--- src/rtl/bin2bcd_seq.sv ---
// Sequential binary-to-BCD converter (shift-add-3), one shift per clock, 5-bit digit codes.
// Optional macro BIN2BCD_LEADING_BLANK_EN: leading zero digits (except digit 0) read as 5'd16.
module bin2bcd_seq #(
  parameter int unsigned BIN_W  = 32,
  parameter int unsigned DIGITS = 10
) (
  input  logic                  clk_i,
  input  logic                  rst_ni,
  input  logic                  start_i,
  input  logic [BIN_W-1:0]      bin_i,
  output logic                  ready_o,
  output logic                  busy_o,
  output logic                  valid_o,
  output logic [5*DIGITS-1:0]   dig_o
);

  localparam int unsigned SCR_W = 4 * DIGITS;
  localparam int unsigned DIG_W = 5 * DIGITS;
  localparam int unsigned CNT_W = $clog2(BIN_W + 1);

  // Elaboration-time parameter legality
  if (BIN_W < 4 || BIN_W > 32) begin : g_bad_bin_w
    $error("bin2bcd_seq: BIN_W must be in 4..32");
  end
  if (DIGITS * 100000 < BIN_W * 30103) begin : g_bad_digits
    $error("bin2bcd_seq: DIGITS too small for BIN_W");
  end

  typedef enum logic {
    IDLE  = 1'b0,
    SHIFT = 1'b1
  } state_t;

  state_t             state_q;
  logic [BIN_W-1:0]   bin_q;
  logic [SCR_W-1:0]   scr_q;
  logic [CNT_W-1:0]   cnt_q;
  logic [DIG_W-1:0]   dig_q;
  logic               valid_q;
  logic               ready_q;
  logic               busy_q;

  logic [SCR_W-1:0]   adj_c;
  logic [SCR_W-1:0]   next_scr_c;
  logic [DIG_W-1:0]   dig_next_c;
  logic               unused_adj_msb;

  // Add-3 to every nibble >= 5; nibbles never exceed 9 here so no wrap
  always_comb begin
    adj_c = '0;
    for (int k = 0; k < int'(DIGITS); k++) begin
      if (scr_q[4*k +: 4] >= 4'd5) begin
        adj_c[4*k +: 4] = scr_q[4*k +: 4] + 4'd3;
      end else begin
        adj_c[4*k +: 4] = scr_q[4*k +: 4];
      end
    end
  end

  // The adjusted top bit is always shifted out as zero for legal DIGITS
  assign next_scr_c     = {adj_c[SCR_W-2:0], bin_q[BIN_W-1]};
  assign unused_adj_msb = adj_c[SCR_W-1];

  // Digit codes derived from the scratch value after the final shift
`ifdef BIN2BCD_LEADING_BLANK_EN
  always_comb begin
    logic nz;
    nz         = 1'b0;
    dig_next_c = '0;
    for (int k = int'(DIGITS) - 1; k >= 0; k--) begin
      nz = nz | (next_scr_c[4*k +: 4] != 4'd0);
      if (k != 0 && !nz) begin
        dig_next_c[5*k +: 5] = 5'd16;
      end else begin
        dig_next_c[5*k +: 5] = {1'b0, next_scr_c[4*k +: 4]};
      end
    end
  end
`else
  always_comb begin
    dig_next_c = '0;
    for (int k = 0; k < int'(DIGITS); k++) begin
      dig_next_c[5*k +: 5] = {1'b0, next_scr_c[4*k +: 4]};
    end
  end
`endif

  // Control FSM, datapath registers and registered status outputs
  always_ff @(posedge clk_i or negedge rst_ni) begin
    if (!rst_ni) begin
      state_q <= IDLE;
      bin_q   <= '0;
      scr_q   <= '0;
      cnt_q   <= '0;
      dig_q   <= '0;
      valid_q <= 1'b0;
      ready_q <= 1'b1;
      busy_q  <= 1'b0;
    end else begin
      valid_q <= 1'b0;
      case (state_q)
        IDLE: begin
          if (start_i) begin
            bin_q   <= bin_i;
            scr_q   <= '0;
            cnt_q   <= CNT_W'(BIN_W);
            state_q <= SHIFT;
            ready_q <= 1'b0;
            busy_q  <= 1'b1;
          end
        end
        SHIFT: begin
          bin_q <= {bin_q[BIN_W-2:0], 1'b0};
          scr_q <= next_scr_c;
          cnt_q <= cnt_q - CNT_W'(1);
          if (cnt_q == CNT_W'(1)) begin
            state_q <= IDLE;
            ready_q <= 1'b1;
            busy_q  <= 1'b0;
            dig_q   <= dig_next_c;
            valid_q <= 1'b1;
          end
        end
        default: begin
          state_q <= IDLE;
          ready_q <= 1'b1;
          busy_q  <= 1'b0;
        end
      endcase
    end
  end

  assign ready_o = ready_q;
  assign busy_o  = busy_q;
  assign valid_o = valid_q;
  assign dig_o   = dig_q;

endmodule

--- config.mk ---
export PLATFORM = sky130hd
export DESIGN_NAME = bin2bcd_seq
export DESIGN_NICKNAME = d
export VERILOG_FILES = /design/src/rtl/bin2bcd_seq.sv
export SDC_FILE = /design/constraint.sdc
export NUM_CORES = 1
export LEC_CHECK = 0
export ABC_AREA = 1
export CAP_MARGIN = 20
export CORE_MARGIN = 2
export CORE_UTILIZATION = 55
export CTS_CLUSTER_SIZE = 24
export DETAILED_ROUTE_END_ITERATION = 8
export PLACE_DENSITY = 0.83
export SLEW_MARGIN = 20
export SYNTH_ARGS = -nofsm -noshare
export SYNTH_HDL_FRONTEND = slang
export SYNTH_SLANG_ARGS = --single-unit
--- constraint.sdc ---
create_clock -name clk_i -period 1.9 [get_ports clk_i]
set_clock_uncertainty 0.2 [all_clocks]
set_input_delay 0.19 -clock clk_i [delete_from_list [all_inputs] [get_ports clk_i]]
set_output_delay 0.19 -clock clk_i [all_outputs]
set_load 0.1 [all_outputs]
* Yosys cells after proc, flatten, opt, wreduce, memory -nomap -nowiden *
Cells that the tools add are included.

cells by class
  $add $sub $neg = 11
  $lt $le $gt $ge = 10
  eq/ne operators = 3
  mux-type cells = 27
  bitwise operators = 1
  reductions and logical operators = 2

operator list
  cell                 number
  $pmux 40 s2          1
  $pmux 32 s2          1
  $ge 4x3->1 const B   10
  $mux 40              1
  $add 4x2->4 const B  9
  $mux 4               9
  $mux 32              1
  $pmux 6 s2           1
  $mux 1               8
  $eq 6x1->1 const B   1
  $mux 6               1
  $pmux 1 s2           3
  $sub 6x1->6 const B  1
  $reduce_and 2->1     2
  $add 3x2->3 const B  1
  $mux 3               1
  $ne 2x1->1 const B   1
  $ne 2x2->1 const B   1
  $not 1->1            1

word-level totals
  register bits = 122
  input port bits = 35
  output and inout bits = 53
  word-level logic and storage cells = 62

* Longest topological paths before layout *
Gate-level depths: netlist of run 1.

  word-level depth = 3
  depth in mapped cells = 9
  mapped depth without buffers = 9

* Least setup slack after synthesis of run 1 *
Ideal clock, no wire load.

  path kind = register to register
  start = reg cnt_q[1]
  end = reg dig_q[10] (netlist: dig_o[10])
  library setup time = 0.120 ns
  arrival time = 1.137 ns
  required time = 1.580 ns
  path slack = 0.443 ns
  cell stages (with the launch flop) = 9
  path buffers = 1
  clock period less this slack = 1.457 ns
  cell sequence = dfrtp_1 inv_1 ha_1 nand2_2 nor2_8 inv_4 buf_6 nand2_1 nand2_1

on the way
  word-level cells in the longest chain between the ends = 2

ends and longest elaborated chain
  item                        line  text
  start, declared             37    logic [CNT_W-1:0] cnt_q;
  start signal, assigned      106   cnt_q <= CNT_W'(BIN_W);
  start signal, assigned      115   cnt_q <= cnt_q - CNT_W'(1);
  $eq 6x1->1                  116   if (cnt_q == CNT_W'(1)) begin
  $reduce_and 2->1 (no line)  n/a
  end signal, assigned        120   dig_q <= dig_next_c;
  end, declared               38    logic [DIG_W-1:0] dig_q;

Every way passes these cells.
A chain may end at the register's enable or synchronous reset.

* Worst setup path in the final report of run 1 *
  start = reg state_q
  end = reg bin_q[30]

on the way
  word-level cells in the longest chain between the ends = 2
  elaborated cells on any way between the ends = 3
  those cells by class = eq/ne (1); mux (1); bitwise (1)

ends and longest elaborated chain
  item                                              line  text
  start, declared                                   34    state_t state_q;
  start signal, assigned                            91    state_q <= IDLE;
  start signal, assigned                            107   state_q <= SHIFT;
  start signal, assigned                            117   state_q <= IDLE;
  $not 1->1                                         n/a
  $pmux 32 s2 / $ne 2x2->1 (equally long branches)  n/a
  end signal, assigned                              104   bin_q <= bin_i;
  end signal, assigned                              113   bin_q <= {bin_q[BIN_W-2:0], 1'b0};
  end, declared                                     35    logic [BIN_W-1:0] bin_q;

Several ways; a longest one is shown, not always the timed one.

==> reports/qor.csv, run 1 <==
stage,metric,value,unit
critical_path,Crit path buffers/inverters,2,
critical_path,Slowest cell on crit path,inv_2,
routing,WL final,14500,µm
flow_run,max-cap viol count,0,
global_route,global route overflow,0,
routing,Initial DRC Count,361,
finish,diode count,0,
routing,Pre-antenna DRT Iters,6,
critical_path,worst path arrival time,2.01,ns
synth,commonest cells in the netlist,"304 x nand2_1, 121 x dfrtp_1, 83 x nand3_1, 75 x inv_1, 24 x o21ai_0",
synth,ys async rst share,1.00,
global_route,GRT Overall Usage,0.265,
die,number of placement rows,38,
global_route,antenna violations before repair,0,
timing,setup TNS,0,ns
timing,final period utilization,0.934,
placed_design,placed cells,942,
synth,Post-Syn Area,6080,µm²
die,full die area,11900,µm²
critical_path,Crit. End Element,flip-flop,
clocking,Skew-Pair Late Insertion Delay,0.52,ns
synth,Synth area leaders,"dfrtp_1 50%, nand2_1 19%, nand3_1 6.8%",
synth,post-synth top area share,0.498,
run_status,status,"finished, final reports clean",
timing,"Min Clock Period, post-route",1.78,ns
clocking,CTS tree,yes,
finish,Layout fillers,747,
timing,final setup fails,0,
critical_path,crit-path cells,inv_4 > nand2_2 > inv_2 > nand2_1 > o211ai_1,
critical_path,worst-path maximum fanout,41,
synth,post-synthesis sequential area ratio,0.502,
synth,Synth Warn #,0,
synth,most numerous cell in the Yosys netlist,nand2_1,
synth,Syn Area/Cell,8.18,µm²
finish,Final #Nets,880,
finish,share of cells above drive strength 1,0.115,
synth,Synth cell types,27,
timing,Max Freq,563,MHz
routing,DRC,0,
clocking,total CTS buffers,17,
clocking,clock sink count,122,
global_route,largest net degree at the start of global routing,45,
routing,DR WL/cell,14.9,µm
critical_path,Max stage delay on crit path,0.51,ns
die,Die Height,109,µm
clocking,Clock transition at path regs,0.06,ns
clocking,root buf cell,clkbuf_8,
die,I/O pins,88,
global_route,vias in the first global route,5449,
min_path,Hold Crit Class,input pin to flip-flop,
synth,Synth Flop Type,dfrtp_1,
timing,RSZ-0062 raised after global routing,no,
critical_path,"CP delay by family, top",buffers and inverters,
synth,register bit total from synthesis,122,
critical_path,R2R Setup Slk,0.12,ns
die,Die X,109,µm
clocking,H-Tree Depth,4,
clocking,Bufs on Longest Clock Path,2,
timing,max_slew headroom,0.528,
placed_design,port buffer count,77,
timing,Final Hold Viols,0,
die,Initial Util,0.563,
die,CORE AREA,10800,µm²
global_route,first-pass GRT wire length,24500,µm
synth,number of flops mapped to enable cells by yosys,0,
critical_path,Worst Path Required,2.13,ns
placed_design,dpl hpwl,9430,µm
routing,Final ANT Viol Nets,0,
placed_design,final RePlAce weighted congestion,0.888,
clocking,post-CTS setup buffer count,0,
timing,Slew @ Worst Pin,0.707,ns
timing,final-report max-slew violation count,0,
critical_path,startpoint types,flip-flop,
finish,Layout Area Growth over Synthesis,28.7,%
critical_path,Setup CP Type,flip-flop to flip-flop,
synth,Cells after Synth,743,
finish,Post-Layout Cell Count,976,
routing,routed via count,5441,
routing,via-per-instance ratio,5.57,
synth,Yosys top cell by area,dfrtp_1,
## placed cells by master, fill, tap and decap left out, types with 5 or more instances in the layout
| cell | instances |
|---|---|
| a21boi_0 | 9 |
| buf_12 | 35 |
| buf_4 | 18 |
| clkbuf_16 | 16 |
| clkdlybuf4s50_1 | 33 |
| clkinv_2 | 5 |
| conb_1 | 10 |
| dfrtp_1 | 120 |
| ha_1 | 22 |
| inv_1 | 75 |
| nand2_1 | 304 |
| nand3_1 | 83 |
| nand4_1 | 18 |
| nor2_1 | 6 |
| o211ai_1 | 16 |
| o21ai_0 | 24 |
| o221ai_1 | 11 |
## cell families (layout without fill, tap and decap cells)
group | after synthesis | after routing | synth area share
compound gates | 65 | 65 | 0.0714
fa+ha+maj | 22 | 22 | 0.0453
buf+inv | 115 | 199 | 0.0926
flops | 122 | 122 | 0.502
other cells | 1 | 10 | 0.000617
simple gates | 418 | 418 | 0.288
## through the flow
stage,util,hold WS (ns),worst slack (ns),area (µm²)
2_1_floorplan,-,-0.306,0.443,6110
3_3_place_gp,0.667,-0.0743,0.133,7200
3_5_place_dp,0.667,-0.0666,0.0731,7200
4_1_cts,0.725,0.0393,0.118,7820
5_1_grt,0.725,0.0441,0.0373,7830
6_report,0.725,0.0418,0.125,7830
## path summary, 6_finish.rpt
check,end,from,cells after the start
worst max-delay path,bin_q[30]$_DFFE_PN0P_,state_q$_DFF_PN0_,5
worst min-delay path,bin_q[0]$_DFFE_PN0P_,bin_i[0],3
worst min register to register,dig_o[32]$_DFFE_PN0P_,dig_o[32]$_DFFE_PN0P_,2
max in group asynchronous,dig_o[8]$_DFFE_PN0P_,rst_ni,4
min in group asynchronous,dig_o[37]$_DFFE_PN0P_,rst_ni,3
worst max register to register,bin_q[30]$_DFFE_PN0P_,state_q$_DFF_PN0_,5
## metal layers
metal | track usage | vias up | routed length (µm)
li1 | - | 2532 | -
met1 | 0.316 | 2584 | 5680
met2 | 0.461 | 276 | 7460
met3 | 0.0538 | 49 | 998
met4 | 0.118 | 0 | 382
met5 | 0 | - | 0
## worst min-delay path: cells and delay by family
kind | cells | cell delay (ns)
compound gates | 1 | 0.07
buf+inv | 1 | 0.39
simple gates | 1 | 0.06
## what timing repair did
item,in CTS,in global routing
resized for setup,0,1
setup endpoints to repair,0,2
hold buffers,2,0
endpoints found under the hold margin,122,0
## state kept, by name, summed over array words and instances (netlist names)
register	flops
bin_q	32
busy_o	1
cnt_q	6
dig_o	40
ready_o	1
scr_q	40
state_q	1
valid_o	1
## area by class of cell
type / instances / area [µm²] / share of cell area
inverter: 79 / 304 / 0.0389
clock inverter: 13 / 175 / 0.0224
clock buffer: 19 / 432 / 0.0552
timing repair buffer: 88 / 1190 / 0.152
multi-input combinational: 515 / 2500 / 0.319
sequential: 122 / 3060 / 0.390
tap: 140 / 175 / 0.0224
Power of run 1 is not shown: default switching activity piles up to over one toggle a cycle in this logic, so the estimate is an artifact.
==> run 2, diff against run 1 <==
--- a/config.mk
+++ b/config.mk
@@ -8,11 +8,12 @@
 export ABC_AREA = 1
 export CAP_MARGIN = 20
 export CORE_MARGIN = 2
-export CORE_UTILIZATION = 55
+export CORE_UTILIZATION = 49
 export CTS_CLUSTER_SIZE = 24
 export DETAILED_ROUTE_END_ITERATION = 8
-export PLACE_DENSITY = 0.83
+export PLACE_DENSITY = 0.78
 export SLEW_MARGIN = 20
 export SYNTH_ARGS = -nofsm -noshare
 export SYNTH_HDL_FRONTEND = slang
 export SYNTH_SLANG_ARGS = --single-unit
+export TNS_END_PERCENT = 50
==> constraint.sdc (replaced) <==
create_clock -name clk_i -period 1.55 [get_ports clk_i]
set_clock_uncertainty 0.2 [all_clocks]
set_input_delay 0.155 -clock clk_i [delete_from_list [all_inputs] [get_ports clk_i]]
set_output_delay 0.155 -clock clk_i [all_outputs]
set_load 0.1 [all_outputs]
==> run 2 against run 1 <==
  * The flow now finishes with violations (setup timing)
  * Worst setup slack worse by 0.14 ns
  * Critical path depth is 1 higher
  * First-iteration DRC count shrank 1.7%
  * Critical endpoint is now dig_o[32]$_DFFE_PN0P_
  * Maximum frequency rose by 13%
  * Final area up 7.3%
  * Cell count is 5.3% higher
  * Global-route usage shrank 4.7 points
  * Via count is 0.94% lower
  * Non-clock buffer count rose by 22
  * Sequential share of layout area fell by 2.6 points
  * Flip-flop and latch count unchanged
==> reports/qor.csv, run 2 (synthesized netlist as in run 1, its figures left out) <==
stage,metric,value,unit,change
timing,PnR worst setup slack,-0.0183,ns,was 0.125 ns
timing,"Min Clock Period, post-route",1.57,ns,was 1.78 ns
finish,Layout Area Growth over Synthesis,38.1,%,was 28.7%
routing,routed via count,5390,,"was 5,441"
finish,"Design Area, Final",8400,µm²,was 7830 µm²
global_route,vias in the first global route,5109,,"was 5,449"
critical_path,reg2reg path depth,6,,was 5
run_status,status,finished with violations,,"was finished, final reports clean"
clocking,total CTS buffers,17,,unchanged
die,Initial Util,0.504,,was 0.563
finish,share of cells above drive strength 1,0.192,,was 0.115
critical_path,Critical R2R Capture,dig_o[32]$_DFFE_PN0P_,,was bin_q[30]$_DFFE_PN0P_
critical_path,worst path arrival time,1.67,ns,was 2.01 ns
critical_path,Critical Path Start,scr_q[24]$_DFFE_PN0P_,,was state_q$_DFF_PN0_
placed_design,pre-CTS setup slack,-0.0551,ns,was 0.0731 ns
clocking,Clock transition at path regs,0.06,ns,about the same
finish,"most common cell after layout, fill and taps aside",nand2_1,,unchanged
global_route,global route overflow,0,,unchanged
placed_design,final RePlAce weighted congestion,0.853,,was 0.888
finish,fin util,0.696,,was 0.725
timing,Max Freq,638,MHz,was 563 MHz
global_route,first-pass GRT wire length,23000,µm,"was 24,500 µm"
min_path,Hold Crit Class,input pin to async pin,,was input pin to flip-flop
die,number of placement rows,40,,was 38
critical_path,R2R Setup Slk,-0.02,ns,was 0.12 ns
critical_path,Worst Path Required,1.65,ns,was 2.13 ns
die,CORE AREA,12100,µm²,"was 10,800 µm²"
routing,Initial DRC Count,355,,was 361
routing,DR WL/cell,14.3,µm,was 14.9 µm
timing,final setup fails,4,,was 0
clocking,CTS tree,yes,,unchanged
placed_design,port buffer count,77,,unchanged
finish,"commonest cells after routing, fill and taps aside","290 x nand2_1, 119 x dfrtp_1, 72 x nand3_1",,"was 304 x nand2_1, 120 x dfrtp_1, 83 x nand3_1"
clocking,H-Tree Depth,4,,unchanged
global_route,antenna violations before repair,0,,unchanged
routing,via-per-instance ratio,5.24,,was 5.57
finish,Final #Nets,905,,was 880
routing,Final ANT Viol Nets,0,,unchanged
global_route,GRT Overall Usage,0.217,,was 0.265
timing,RSZ-0062 raised after global routing,yes,,was no
critical_path,worst-path maximum fanout,5,,was 41
clocking,clock sink count,122,,unchanged
placed_design,Post-Place Cell Area,7510,µm²,was 7200 µm²
global_route,largest net degree at the start of global routing,45,,unchanged
timing,final-report max-slew violation count,0,,unchanged
critical_path,Crit. End Element,flip-flop,,unchanged
routing,Pre-antenna DRT Iters,5,,was 6
die,full die area,13300,µm²,"was 11,900 µm²"
routing,WL final,14700,µm,"was 14,500 µm"
run_status,failing checks,setup timing,,
die,Die X,115,µm,was 109 µm
critical_path,Worst R2R Start,scr_q[24]$_DFFE_PN0P_,,was state_q$_DFF_PN0_
flow_run,max-cap viol count,0,,unchanged
placed_design,dpl hpwl,8850,µm,was 9430 µm
critical_path,crit path capture,dig_o[32]$_DFFE_PN0P_,,was bin_q[30]$_DFFE_PN0P_
timing,final period utilization,1.01,,was 0.934
clocking,Skew-Pair Late Insertion Delay,0.41,ns,was 0.52 ns
clocking,Bufs on Longest Clock Path,2,,unchanged
timing,Final Hold Viols,0,,unchanged
critical_path,startpoint types,flip-flop,,unchanged
routing,DRC,0,,unchanged
clocking,root buf cell,clkbuf_16,,was clkbuf_8
die,Die Height,115,µm,was 109 µm
finish,diode count,0,,unchanged
die,I/O pins,88,,unchanged
critical_path,Setup CP Type,flip-flop to flip-flop,,unchanged
run 2: cell types whose count changed in the layout (fill, tap and decap cells not counted), moves of 9 or more:
cell	previous run	this run
nand3_2	0	9
nand3_1	83	72
inv_2	2	16
nand2_2	4	17
inv_1	75	60
nand2_1	304	290
a21boi_0	9	0
buf_12	35	51
run 2: area by class of cell:
class                   instances  area (µm²)
clock inverters                 8        95.1
repair buffers                110        1580
multi-input cells             515        2640
repair inverters                3        26.3
clock buffers                  23         478
inverters                      79         314
fillers                       870        3660
flip-flops and latches        122        3060
well taps                     168         210
run 2: worst max-delay path, stage by stage, from the launching register on:
cell and delay, ns:
dfrtp_1 0.42, buf_4 0.16, ha_1 0.20, nand2_2 0.10, nand4_1 0.16, nand3_1 0.16
nand2_1 0.06
run 2: worst min-delay path by stage:
stage                       from                    end  slack (ns)  depth (start not counted)
after floorplan           rst_ni   bin_q[0]$_DFFE_PN0P_       -0.34                          0
after global placement    rst_ni  dig_o[37]$_DFFE_PN0P_       -0.11                          1
after detailed placement  rst_ni  dig_o[37]$_DFFE_PN0P_       -0.11                          1
after CTS                 rst_ni  dig_o[37]$_DFFE_PN0P_        0.01                          2
after global routing      rst_ni  scr_q[29]$_DFFE_PN0P_        0.04                          2
final                     rst_ni  dig_o[37]$_DFFE_PN0P_        0.01                          2
run 2: stage by stage:
step	instances	TNS, ns	hold WS, ns
after floorplan	752	0	-0.341
after global placement	980	-0.0109	-0.110
after detailed placement	980	-0.544	-0.110
after CTS	1013	0	0.0106
after global routing	1028	-2.07	0.0444
final	1028	-0.0343	0.0128
run 2: routing by layer:
metal / share of wire / GRT usage / wire length (µm) / up-vias
li1: - / - / - / 2591
met1: 0.42 / 0.288 / 6150 / 2570
met2: 0.50 / 0.351 / 7300 / 192
met3: 0.057 / 0.0438 / 830 / 37
met4: 0.028 / 0.0876 / 407 / 0
met5: 0 / 0 / 0 / -
run 2: timing repair:
item,4_1_cts,5_1_grt
hold buffers,1,0
pin swaps,0,9
buffers inserted,1,11
setup endpoints to repair,48,82
gates cloned,0,5
endpoints found under the hold margin,122,0
gates resized for setup,9,58
Power of run 2 is left out for the same reason.
